**src/rtl/gpio_in_filter.sv**
```systemverilog
// GPIO input conditioning: two-flop synchroniser, per-bit debounce, sticky edge
// capture with maskable interrupt, and a small register slot on the peripheral bus.
`ifndef BUS_WIDTH
`define BUS_WIDTH 32
`endif
`ifndef BUS_ACC_WIDTH
`define BUS_ACC_WIDTH 2
`endif
`ifndef BUS_ACC_4B
`define BUS_ACC_4B 2'b10
`endif

module gpio_in_filter #(
    parameter  int W          = 8,
    parameter  int DEB_CYCLES = 16,
    localparam int CW         = $clog2(DEB_CYCLES + 1)
) (
    input  logic                      clk,
    input  logic                      rstn,
    input  logic [W-1:0]              pad_i,
    output logic [W-1:0]              i_o,
    output logic                      irq,
    input  logic [3:0]                addr,
    input  logic                      w_rb,
    input  logic [`BUS_ACC_WIDTH-1:0] acc,
    output logic [`BUS_WIDTH-1:0]     rdata,
    input  logic [`BUS_WIDTH-1:0]     wdata,
    input  logic                      req,
    output logic                      resp,
    output logic                      fault
);

    typedef enum logic [3:0] {
        REG_LVL  = 4'h0,
        REG_RISE = 4'h4,
        REG_FALL = 4'h8,
        REG_IE   = 4'hC
    } reg_e;

    localparam logic [CW-1:0] CNT_MAX = CW'(DEB_CYCLES - 1);

    logic [W-1:0]  s1, s2;
    logic [CW-1:0] cnt [W];
    logic [W-1:0]  rise, fall, ie;
    logic [W-1:0]  take, rise_set, fall_set;
    logic [W-1:0]  rise_clr, fall_clr;
    logic          addr_ok, valid, accept, ie_wr;
    logic [`BUS_WIDTH-1:0] rd_val;
    logic          unused_bits;

    // Upper write-data bits beyond W have no storage behind them.
    assign unused_bits = &{1'b0, wdata};

    // A bit changes level once its counter has seen DEB_CYCLES mismatching cycles.
    always_comb begin
        for (int b = 0; b < W; b++) begin
            take[b] = (s2[b] != i_o[b]) && (cnt[b] == CNT_MAX);
        end
        rise_set = take & s2;
        fall_set = take & ~s2;
    end

    // NOTE: every variable driven here gets a default first, so no path leaves
    // a value unassigned and no latch is inferred.
    always_comb begin
        addr_ok  = 1'b0;
        rd_val   = '0;
        rise_clr = '0;
        fall_clr = '0;
        ie_wr    = 1'b0;
        case (addr)
            REG_LVL:  begin addr_ok = 1'b1; rd_val[W-1:0] = i_o;  end
            REG_RISE: begin addr_ok = 1'b1; rd_val[W-1:0] = rise; end
            REG_FALL: begin addr_ok = 1'b1; rd_val[W-1:0] = fall; end
            REG_IE:   begin addr_ok = 1'b1; rd_val[W-1:0] = ie;   end
            default:  addr_ok = 1'b0;
        endcase
        valid  = addr_ok && (acc == `BUS_ACC_4B) && !(w_rb && (addr == REG_LVL));
        accept = req && valid;
        if (accept && w_rb) begin
            case (addr)
                REG_RISE: rise_clr = wdata[W-1:0];
                REG_FALL: fall_clr = wdata[W-1:0];
                REG_IE:   ie_wr    = 1'b1;
                default:  ie_wr    = 1'b0;
            endcase
        end
    end

    assign fault = req && !valid;

    // NOTE: sequential state uses non-blocking assignments so every flop samples
    // the pre-edge values of its neighbours, which the synchroniser chain relies on.
    always_ff @(posedge clk or negedge rstn) begin
        if (!rstn) begin
            s1  <= '0;
            s2  <= '0;
            i_o <= '0;
            // NOTE: the counter array is small flop storage, not a RAM, so it is
            // cleared with the rest of the state to make mid-debounce reset clean.
            for (int b = 0; b < W; b++) cnt[b] <= '0;
        end else begin
            s1 <= pad_i;
            s2 <= s1;
            for (int b = 0; b < W; b++) begin
                if (s2[b] == i_o[b]) begin
                    cnt[b] <= '0;
                end else if (take[b]) begin
                    i_o[b] <= s2[b];
                    cnt[b] <= '0;
                end else begin
                    cnt[b] <= cnt[b] + 1'b1;
                end
            end
        end
    end

    // Hardware set wins over a same-cycle software clear.
    always_ff @(posedge clk or negedge rstn) begin
        if (!rstn) begin
            rise <= '0;
            fall <= '0;
            ie   <= '0;
            irq  <= 1'b0;
        end else begin
            rise <= (rise & ~rise_clr) | rise_set;
            fall <= (fall & ~fall_clr) | fall_set;
            if (ie_wr) ie <= wdata[W-1:0];
            irq  <= |((rise | fall) & ie);
        end
    end

    // rdata holds the last valid read; writes and faults leave it untouched.
    always_ff @(posedge clk or negedge rstn) begin
        if (!rstn) begin
            resp  <= 1'b0;
            rdata <= '0;
        end else begin
            resp <= accept;
            if (accept && !w_rb) rdata <= rd_val;
        end
    end

endmodule

```
**config.mk**
```make
export PLATFORM = sky130hd
export DESIGN_NAME = gpio_in_filter
export DESIGN_NICKNAME = d
export VERILOG_FILES = /design/src/rtl/gpio_in_filter.sv
export SDC_FILE = /design/constraint.sdc
export NUM_CORES = 1
export LEC_CHECK = 0
export CAP_MARGIN = 20
export CORE_ASPECT_RATIO = 1.25
export CORE_MARGIN = 5
export CORE_UTILIZATION = 26
export DETAILED_ROUTE_END_ITERATION = 8
export GPL_ROUTABILITY_DRIVEN = 0
export SLEW_MARGIN = 20
export SYNTH_ARGS = -nofsm -noshare
export SYNTH_HDL_FRONTEND = slang
export SYNTH_SLANG_ARGS = --single-unit
```
**constraint.sdc**
```tcl
create_clock -name clk -period 1.75 [get_ports clk]
set_input_delay 0.2625 -clock clk [delete_from_list [all_inputs] [get_ports clk]]
set_output_delay 0.2625 -clock clk [all_outputs]
set_load 0.02 [all_outputs]
```
==> flow_metrics.py <==
metrics = {
    "run_status": {
        "status": "finished clean",
    },
    "synthesis": {
        "synth_fa_ha_area_share_pct": 2.28,
        "synth_area_leaders": "dfrtp_1 (56%), xor2_1 (4.8%), buf_4 (4.3%)",
        "netlist.area_leader.share_pct": 55.9,
        "synth_cells": 371,
        "async_reset_ff_share_pct": 100,
        "synth_cell_types": 36,
        "synth_area_leader_cell": "dfrtp_1",
        "synth_area_um2": 4380,
        "synth-xor-area-share_pct": 4.79,
        "synth_warnings": 0,
        "synth_top_family_by_area": "simple AND/OR/NAND/NOR gates",
        "synth-seq-cells": 98,
        "yosys.area_share.simple_pct": 17.3,
        "syn_area_per_cell_um2": 11.8,
        "synth_edf_count": 0,
        "synth-main-ff-cell": "dfrtp_1",
        "ys_seq_area_share_pct": 55.9,
        "muxShareOfSynthArea_pct": 7.42,
        "synth_compound_area_share_pct": 6.88,
    },
    "clocking": {
        "cts_root_buf": "clkbuf_16",
        "cts_max_path_buffers": 2,
        "clk_pin_slew_ps": 70,
        "cts_max_level": 3,
        "cts_tree": "done",
        "clock-sinks": 98,
        "cts_buffers": 9,
        "insertion_delay_ps": 340,
    },
    "power": {
        "power.leakage_uw": 0.00286,
        "p_per_area_nw_per_um2": 902,
        "vdd_drop_max_mv": 0.442,
    },
    "setup_path": {
        "r2r_start": "cnt[30]$_DFF_PN0_",
        "arrival_ps": 1430,
        "startpoint": "addr[0]",
        "r2r_end": "rise[1]$_DFF_PN0_",
        "worst_ep_required_time_ps": 1490,
        "critPathBufInv": 2,
        "setup.worst_path.end": "fault",
        "crit_fanout": 2,
        "max_stage_delay_ps": 450,
        "critical_path_depth": 5,
        "crit_chain": "clkdlybuf4s50_1 -> nor2_4 -> nand3_2 -> o21a_1 -> clkdlybuf4s15_2",
        "slowest_stage": "clkdlybuf4s50_1",
        "r2r_cells": 5,
        "crit_family": "buffers and inverters",
        "critPathKind": "input pin to output pin",
        "crit_path_end_kind": "output pin",
        "ff2ff_setup_slack_ps": 330,
        "crit_path_start_kind": "input pin",
    },
    "finish": {
        "utilization_pct": 32.9,
        "final_layout_size_suffix_gt1_share_pct": 17.7,
        "num-nets-final": 504,
        "n_antenna_cell": 0,
        "area_delta_synth_final_pct": 25.6,
    },
    "floorplan": {
        "initial_core_util_pct": 26.2,
        "io_pins": 93,
        "dieArea_um2": 19600,
        "die_h_um": 155,
        "dieWidth_um": 126,
        "rows": 53,
        "core_um2": 16700,
    },
    "route": {
        "drcViolationCount": 0,
        "wirelength_um": 9150,
        "num_vias": 2883,
        "viasPerCell": 4.30,
        "dr.pass1.iters": 4,
        "routedWlPerCell_um": 13.6,
        "detail-route-antenna-nets": 0,
        "dr.first_iter.drc_count": 94,
    },
    "worst_hold_path": {
        "min_path_type": "register to register",
        "hold_depth": 0,
        "min-delay-start": "s1[7]$_DFF_PN0_",
    },
    "sta": {
        "fmaxAchievable_mhz": 590,
        "setup_viol": 0,
        "fin_crit_ps": 1690,
        "clock_skew_ps": 9.13,
        "finalCritPeriodShare_pct": 96.8,
        "finalHoldViolCount": 0,
        "finalSetupTns_ps": 0,
        "fin_hold_ws_ps": 347,
        "drv_slew": 0,
        "rsz0062_at_grt": "false",
    },
    "placed_design": {
        "port_buffers": 44,
        "hpwl_um": 6800,
    },
    "global_route": {
        "grt_pass1_vias": 2945,
        "grt_max_degree": 48,
        "grt_antenna_before_repair": 0,
        "grt_usage_pct": 9.40,
        "grt_overflow": 0,
        "grt_first_pass_wirelength_um": 14500,
    },
    "run": {
        "maxCapViolations": 0,
    },
}
==> layout make-up <==
cell class,count,area [um2]
well taps,220,275
multi-input cells,264,1800
clock buffers,10,229
clock inverters,6,65.1
repair buffers,72,682
inverters,1,3.75
fillers,1700,11200
flip-flops and latches,98,2450
==> metal layers <==
metal / track usage, % / wire length [um] / vias up
li1: - / - / 1388
met1: 11.3 / 4070 / 1413
met2: 15.7 / 4560 / 71
met3: 2.44 / 353 / 11
met4: 4.50 / 167 / 0
met5: 0 / 0 / -
==> worst min path at each step <==
stage / to / slack (ps)
5_1_grt: s1[0]$_DFF_PN0_ / 340
4_1_cts: s1[0]$_DFF_PN0_ / 340
3_5_place_dp: s1[4]$_DFF_PN0_ / 250
3_3_place_gp: s1[4]$_DFF_PN0_ / 250
6_report: s2[7]$_DFF_PN0_ / 350
2_1_floorplan: cnt[0]$_DFF_PN0_ / -30
==> placed cells by master (no fill, tap or decap), types with 2 or more instances in the layout <==
master	Yosys	routed
a21o_1	16	16
a31oi_1	5	5
or2_2	9	9
mux2_4	8	8
clkdlybuf4s50_1	0	35
and2_1	12	12
nand3_1	20	19
dlymetal6s2s_1	0	7
clkinv_2	0	2
nor2_1	23	22
clkbuf_16	0	9
conb_1	1	24
a211o_1	4	4
mux2i_1	7	7
and3_1	12	12
dfrtp_1	98	98
nor3b_1	17	17
a22oi_1	3	3
nand4_1	3	3
mux2_2	12	12
buf_4	25	27
a21oi_1	8	8
ha_1	8	8
xor2_1	24	24
nand2_1	30	30
o21ai_0	9	9
==> metrics by stage <==
step                      cell area (um2)  setup slack, ps  total power, uW  instances
after floorplan                      4470              190             2800        394
after global placement               5170             -365             3040        654
after detailed placement             5170             -356             3060        654
after CTS                            5480             2.37             5040        671
after global routing                 5510             2.07             5170        671
final                                5510             55.8             4970        671
==> cells in the mapped netlist (4+ instances only) <==
library cell,n
dfrtp_1,98
nand2_1,30
buf_4,25
xor2_1,24
nor2_1,23
nand3_1,20
nor3b_1,17
a21o_1,16
and2_1,12
and3_1,12
mux2_2,12
o21ai_0,9
or2_2,9
a21oi_1,8
ha_1,8
mux2_4,8
mux2i_1,7
a31oi_1,5
a211o_1,4
==> kinds of logic after synthesis <==
kind of cell / after synthesis
AND/OR/NAND/NOR: 135
flip-flops: 98
AO/OA/AOI/OAI: 46
buffers and inverters: 32
multiplexers: 27
XOR/XNOR: 24
adder cells (fa/ha/maj): 8
other: 1
==> registers in the layout (all words and copies together) (netlist names) <==
name   flops
resp       1
i_o        8
ie         8
cnt       40
s2         8
rdata      8
rise       8
irq        1
s1         8
fall       8
==> power breakdown <==
part,switching (uW),internal (uW),leakage (uW)
combinational,284,254,0.00142
sequential,88.7,2380,0.00130
clock,848,1110,0.000143
==> timing repair <==
| action | CTS | global route |
|---|---|---|
| hold buffers | 1 | 0 |
| hold endpoints to repair | 34 | 0 |
| gates resized for setup | 5 | 8 |
| pin swaps | 1 | 0 |
| setup endpoints to repair | 1 | 8 |
| setup buffers | 0 | 0 |
Note: power is estimated with default switching activity, not from simulation.
